File: src/rtl/array_0_2_port_ctrl.sv
// Requester-side controller for the single RW port of the 8192x5 SRAM macro:
// zero-fills the array after reset, then maps a request stream onto port cycles.
module array_0_2_port_ctrl #(
  parameter int ADDR_W = 13,
  parameter int DATA_W = 5,
  parameter int INIT_EN = 1,
  parameter logic [DATA_W-1:0] INIT_VALUE = '0
) (
  input  logic              clock,
  input  logic              reset_n,
  input  logic              req_valid,
  output logic              req_ready,
  input  logic              req_write,
  input  logic [ADDR_W-1:0] req_addr,
  input  logic [DATA_W-1:0] req_wdata,
  output logic              resp_valid,
  input  logic              resp_ready,
  output logic [DATA_W-1:0] resp_data,
  output logic              init_done,
  output logic [ADDR_W-1:0] mem_RW0_addr,
  output logic              mem_RW0_en,
  output logic              mem_RW0_wmode,
  output logic [DATA_W-1:0] mem_RW0_wdata,
  input  logic [DATA_W-1:0] mem_RW0_rdata
);

  typedef enum logic {ST_INIT, ST_RUN} state_t;

  localparam state_t RESET_STATE = (INIT_EN != 0) ? ST_INIT : ST_RUN;
  localparam logic [ADDR_W-1:0] LAST_ADDR = '1;
  localparam logic [ADDR_W-1:0] ONE = {{(ADDR_W-1){1'b0}}, 1'b1};

  state_t            state_q, state_d;
  logic [ADDR_W-1:0] init_cnt_q, init_cnt_d;
  logic              rd_pend_q, rd_pend_d;
  logic              resp_valid_q, resp_valid_d;
  logic [DATA_W-1:0] resp_data_q, resp_data_d;

  logic stall;
  logic accept;
  logic capture;

  always_comb begin
    state_d       = state_q;
    init_cnt_d    = init_cnt_q;
    stall         = 1'b0;
    accept        = 1'b0;
    req_ready     = 1'b0;
    mem_RW0_en    = 1'b0;
    mem_RW0_wmode = 1'b0;
    mem_RW0_addr  = '0;
    mem_RW0_wdata = '0;

    case (state_q)
      ST_INIT: begin
        mem_RW0_en    = 1'b1;
        mem_RW0_wmode = 1'b1;
        mem_RW0_addr  = init_cnt_q;
        mem_RW0_wdata = INIT_VALUE;
        if (init_cnt_q == LAST_ADDR) begin
          state_d = ST_RUN;
        end else begin
          init_cnt_d = init_cnt_q + ONE;
        end
      end
      ST_RUN: begin
        // Holding the port idle while stalled keeps the pending read data on the macro output.
        stall     = rd_pend_q && resp_valid_q && !resp_ready;
        req_ready = !stall;
        accept    = req_valid && !stall;
        if (accept) begin
          mem_RW0_en    = 1'b1;
          mem_RW0_wmode = req_write;
          mem_RW0_addr  = req_addr;
          mem_RW0_wdata = req_wdata;
        end
      end
    endcase

    if (!reset_n) begin
      req_ready     = 1'b0;
      accept        = 1'b0;
      mem_RW0_en    = 1'b0;
      mem_RW0_wmode = 1'b0;
      mem_RW0_addr  = '0;
      mem_RW0_wdata = '0;
    end

    // A write accepted alongside the capture commits after it, so the capture sees old data.
    capture      = rd_pend_q && !stall;
    rd_pend_d    = (accept && !req_write) || stall;
    resp_valid_d = capture || (resp_valid_q && !resp_ready);
    resp_data_d  = capture ? mem_RW0_rdata : resp_data_q;
  end

  always_ff @(posedge clock) begin
    if (!reset_n) begin
      state_q      <= RESET_STATE;
      init_cnt_q   <= '0;
      rd_pend_q    <= 1'b0;
      resp_valid_q <= 1'b0;
      resp_data_q  <= '0;
    end else begin
      state_q      <= state_d;
      init_cnt_q   <= init_cnt_d;
      rd_pend_q    <= rd_pend_d;
      resp_valid_q <= resp_valid_d;
      resp_data_q  <= resp_data_d;
    end
  end

  assign resp_valid = resp_valid_q;
  assign resp_data  = resp_data_q;
  assign init_done  = (state_q == ST_RUN);

endmodule

File: config.mk
export PLATFORM = sky130hd
export DESIGN_NAME = array_0_2_port_ctrl
export DESIGN_NICKNAME = d
export VERILOG_FILES = /design/src/rtl/array_0_2_port_ctrl.sv
export SDC_FILE = /design/constraint.sdc
export NUM_CORES = 1
export LEC_CHECK = 0
export ABC_AREA = 1
export CAP_MARGIN = 10
export CORE_MARGIN = 4
export CORE_UTILIZATION = 30
export CTS_CLUSTER_DIAMETER = 150
export DETAILED_ROUTE_END_ITERATION = 10
export SLEW_MARGIN = 20
export SYNTH_ARGS = -nofsm -noshare
export SYNTH_HDL_FRONTEND = slang
export SYNTH_SLANG_ARGS = --single-unit
File: constraint.sdc
create_clock -name clock -period 2.22 [get_ports clock]
set_input_delay 0.333 -clock clock [delete_from_list [all_inputs] [get_ports clock]]
set_output_delay 0.333 -clock clock [all_outputs]
set_load 0.05 [all_outputs]
# After elaboration in Yosys (flattened, before gate mapping)
# Index checks and enable logic that the tools add are counted.
totals:
  in_bits: 28
  reg_bits: 21
  output_inout_bits: 28
  wordCells: 41
classes:
  n_mux: 19
  add_sub_neg: 1
  n_reduce_logical: 13
  n_eq_ne: 1
  n_bitwise: 2
ops:
  columns: ["op", "count"]
  rows:
  - ["13-bit two-way mux", 2]
  - ["13-bit one-hot mux with 2 select lines", 1]
  - ["13-bit by 1-bit adder with 13-bit output (second input constant)", 1]
  - ["13-bit equality test (second input constant)", 1]
  - ["1-bit two-way mux", 11]
  - ["5-bit two-way mux", 2]
  - ["5-bit one-hot mux with 2 select lines", 1]
  - ["1-bit logical AND", 6]
  - ["1-bit logical NOT", 4]
  - ["1-bit one-hot mux with 2 select lines", 2]
  - ["1-bit logical OR", 2]
  - ["1-bit inverter", 2]
  - ["2-bit AND reduction", 1]

# Depth between registers and ports, before layout
depth:
  ltp_word: 8
  ltp_mapped: 9
  mapped_depth_nobuf: 8

# Least setup slack after synthesis
# Ideal clock, no wire load.
synth_timing:
  kind: "register -> output"
  startpoint: "register state_q, in the netlist init_done"
  endpoint: "output port mem_RW0_wdata[0]"
  t_required_ns: 1.887
  stages_incl_launch_ff: 5
  slack_ns: -0.591
  n_path_buf: 0
  arrival_ns: 2.478
  path_cell_list: "dfxtp_1 -> nand2_1 -> nor2_1 -> nand2_1 -> nor2_1"
synth_via:
  elab_chain_len: 3
synth_lines:
  columns: ["item", "line", "rtl"]
  rows:
  - ["start, declared", "33", "state_t state_q, state_d;"]
  - ["start signal, assigned", "104", "state_q <= state_d;"]
  - ["1-bit inverter (no source line)", null, null]
  - ["5-bit one-hot mux with 2 select lines (*)", "54", "case (state_q)"]
  - ["5-bit two-way mux (*)", "80", "if (!reset_n) begin"]
  - ["end, declared", "23", "output logic [DATA_W-1:0] mem_RW0_wdata,"]
# Mark *: on every way between the ends. The rest lies on a longest branch, timed or not.

# Worst setup path in the final report
layout_timing:
  startpoint: "input port resp_ready"
  endpoint: "output port mem_RW0_addr[3]"
layout_via:
  elab_chain_len: 7
layout_lines:
  columns: ["item", "line", "rtl"]
  rows:
  - ["start, declared", "17", "input logic resp_ready,"]
  - ["1-bit logical NOT", "68", "stall = rd_pend_q && resp_valid_q && !resp_ready;"]
  - ["1-bit logical AND", "68", null]
  - ["1-bit logical NOT", "70", "accept = req_valid && !stall;"]
  - ["1-bit logical AND", "70", null]
  - ["13-bit two-way mux", "71", "if (accept) begin"]
  - ["13-bit one-hot mux with 2 select lines", "54", null]
  - ["13-bit two-way mux", "80", null]
  - ["end, declared", "20", "output logic [ADDR_W-1:0] mem_RW0_addr,"]
# Every way passes these cells.

==> results.py <==
metrics = {
    "finish": {
        "num-nets-final": 291,
        "final_common_cell": "nand2_1",
        "final_cell_mix": "nand2_1, nor2_1, clkdlybuf4s50_1",
        "drive_gt1_frac": 0.172,
        "area_growth_pct": 66.5,
        "final_cell_area_um2": 2140,
        "diodes": 0,
    },
    "outcome": {
        "status": "complete, no violations",
    },
    "routing": {
        "drt-initial-drc-count": 50,
        "drc": 0,
        "via_per_inst": 4.54,
        "vias": 1412,
        "antenna_left": 0,
        "wl_per_cell_um": 11.7,
        "firstDrtPassIters": 4,
        "totalWireLength_mm": 3.65,
    },
    "synth": {
        "synth.top_cell.area_share": 0.327,
        "seq_area_frac_synth": 0.327,
        "synth_cell_types": 20,
        "synthesis.area_um2": 1280,
        "syn_nets": 235,
        "synth_warnings": 0,
        "syn_inst": 206,
        "synth_top_area_cell": "dfxtp_1",
        "synth.area.top_cells": "dfxtp_1, nand2_1, nor2_1",
        "ys_seq_elements": 21,
        "syn_area_per_cell_um2": 6.23,
    },
    "power": {
        "power.net_switching_mw": 0.194,
        "p_comb_frac": 0.170,
        "p_leak_nw": 0.897,
        "p_clk_frac": 0.331,
        "seqPwrFrac": 0.499,
        "ir_drop_mv": 0.371,
        "powerDensity_nw_per_um2": 363,
        "power.internal_mw": 0.581,
        "switching_share": 0.251,
    },
    "worst_setup_path": {
        "crit_fanout": 13,
        "r2r_end": "init_cnt_q[11]",
        "required_ns": 1.89,
        "arrival_ns": 1.75,
        "reg2reg_from": "init_cnt_q[0]",
        "critPathLaunchType": "input port",
        "r2r_slack_ns": 0.63,
        "endpoint_kind": "output pin",
        "reg2reg_depth": 6,
        "worstSetupPathType": "in2out",
    },
    "floorplan": {
        "dieArea_um2": 5390,
        "start_util": 0.316,
        "die_h_um": 73.4,
        "fp.coreArea_um2": 4060,
        "rows": 23,
        "chipWidth_um": 73.4,
        "io-pin-count": 56,
    },
    "timing": {
        "skew_ns": 0.00266,
        "tns_ns": 0,
        "hold_viol": 0,
        "tightest_slew_ns": 0.504,
        "slew_headroom": 0.663,
        "fmax_mhz": 479,
        "fin_crit_ns": 2.09,
        "grt_setup_unrepaired": "yes",
        "setup_viol": 0,
        "fin_hold_ws_ns": 0.470,
        "slew_violations": 0,
        "fin_crit_sh": 0.940,
    },
    "grt": {
        "grt_max_degree": 26,
        "grt_pass1_vias": 1384,
        "met1_usage": 0.184,
        "grt_pass1_wl_mm": 6.22,
        "grt.busiest_layer": "met2",
        "grt_overflow": 0,
        "use_met2": 0.244,
        "grtUsageMet3": 0.0328,
        "antenna_found_initial": 0,
        "grt_usage": 0.142,
    },
    "cts": {
        "cts.sinks": 21,
        "htreeDepth": 1,
        "clock_latency_ns": 0.26,
        "clockRootBuffer": "clkbuf_8",
        "cts_tree": "done",
        "numCtsBuffers": 3,
        "clk_pin_slew_worst_paths_ns": 0.08,
        "clockBufferDepth": 2,
    },
    "placement": {
        "port_buffers": 55,
        "post_dp_cell_area_um2": 2090,
        "dpl.hpwl_mm": 2.86,
        "place.gp.congestion": 0.769,
    },
    "flow_run": {
        "cap_violations": 0,
    },
    "min_path": {
        "hold-path-endpoint": "resp_valid",
        "hold_depth": 2,
        "hold_start": "rd_pend_q",
        "hold_class": "reg2reg",
    },
}
## layout make-up
cell class                 instances  area, µm²
fill                             393       1920
timing repair buffer              59        791
multi-input combinational        152        718
sequential                        21        423
inverter                          25       96.3
tap                               50       62.6
clock buffer                       3       41.3
clock inverter                     1       5.00
## metrics by stage
stage | std cells | utilization | total power, mW | worst slack (ns)
after floorplan | 206 | - | 0.450 | 0.000594
after global placement | 307 | 0.515 | 0.527 | 0.109
after detailed placement | 307 | 0.515 | 0.528 | 0.0655
after CTS | 311 | 0.526 | 0.785 | 0.0548
after global routing | 311 | 0.527 | 0.816 | -0.0173
final | 311 | 0.527 | 0.776 | 0.133
## cells in the mapped netlist
cell type / n
o31ai_1: 3
inv_1: 23
nand2_1: 51
inv_2: 2
nor2_4: 3
o21ai_0: 7
dfxtp_1: 21
nor2_1: 42
nand4_1: 1
a21oi_1: 18
nand4_4: 1
nand3_1: 23
buf_6: 3
clkbuf_1: 1
clkbuf_8: 1
ha_1: 1
nand2_2: 1
nor2_2: 1
buf_2: 1
buf_4: 2
## critical path, cell delays in order
cell	delay, ns
clkdlybuf4s50_1	0.45
inv_1	0.03
nand2_1	0.07
nor2_1	0.09
nor2_4	0.12
nand2_1	0.11
inv_4	0.15
nand2_1	0.06
o21ai_1	0.15
buf_12	0.18
## logic make-up (layout without fill, tap and decap cells)
group | Yosys count | after routing | share of synthesized area
and+or+nand+nor | 123 | 123 | 0.419
AOI/OAI and AO/OA | 28 | 28 | 0.115
DFF | 21 | 21 | 0.327
adders and majority gates | 1 | 1 | 0.00975
buffers and inverters | 33 | 88 | 0.129
## power by group through the flow
stage	clock network, mW	logic, mW	registers, mW
CTS	0.264	0.133	0.387
global placement	0	0.131	0.396
finish	0.257	0.132	0.387
detailed placement	0	0.132	0.396
floorplan	0	0.0556	0.395
global route	0.283	0.145	0.389
## registers in the layout, summed over array words and instances (netlist names)
register    count
init_cnt_q     13
resp_data       5
init_done       1
rd_pend_q       1
resp_valid      1
## layer usage
metal / wire length, µm / part of all wire / up-vias
li1: - / - / 757
met1: 1720 / 0.47 / 622
met2: 1710 / 0.47 / 28
met3: 197 / 0.054 / 5
met4: 19 / 0.0052 / 0
met5: 0 / 0 / -
## how the worst max path moves through the flow
stage,slack (ns),start,to,depth (start not counted)
global route,-0.02,resp_ready,mem_RW0_addr[3],10
detailed placement,0.07,resp_ready,mem_RW0_addr[3],10
finish,0.13,resp_ready,mem_RW0_addr[3],10
CTS,0.05,resp_ready,mem_RW0_addr[3],10
global placement,0.11,resp_ready,mem_RW0_addr[3],10
floorplan,0.0006,init_done,mem_RW0_addr[4],7
## repair_timing
action / in CTS / in global routing
setup buffers: 0 / 0
gates resized for setup: 0 / 2
endpoints found under the setup margin: 0 / 7
hold buffers: 0 / 0
No activity file was read; power rests on OpenSTA's default activity.
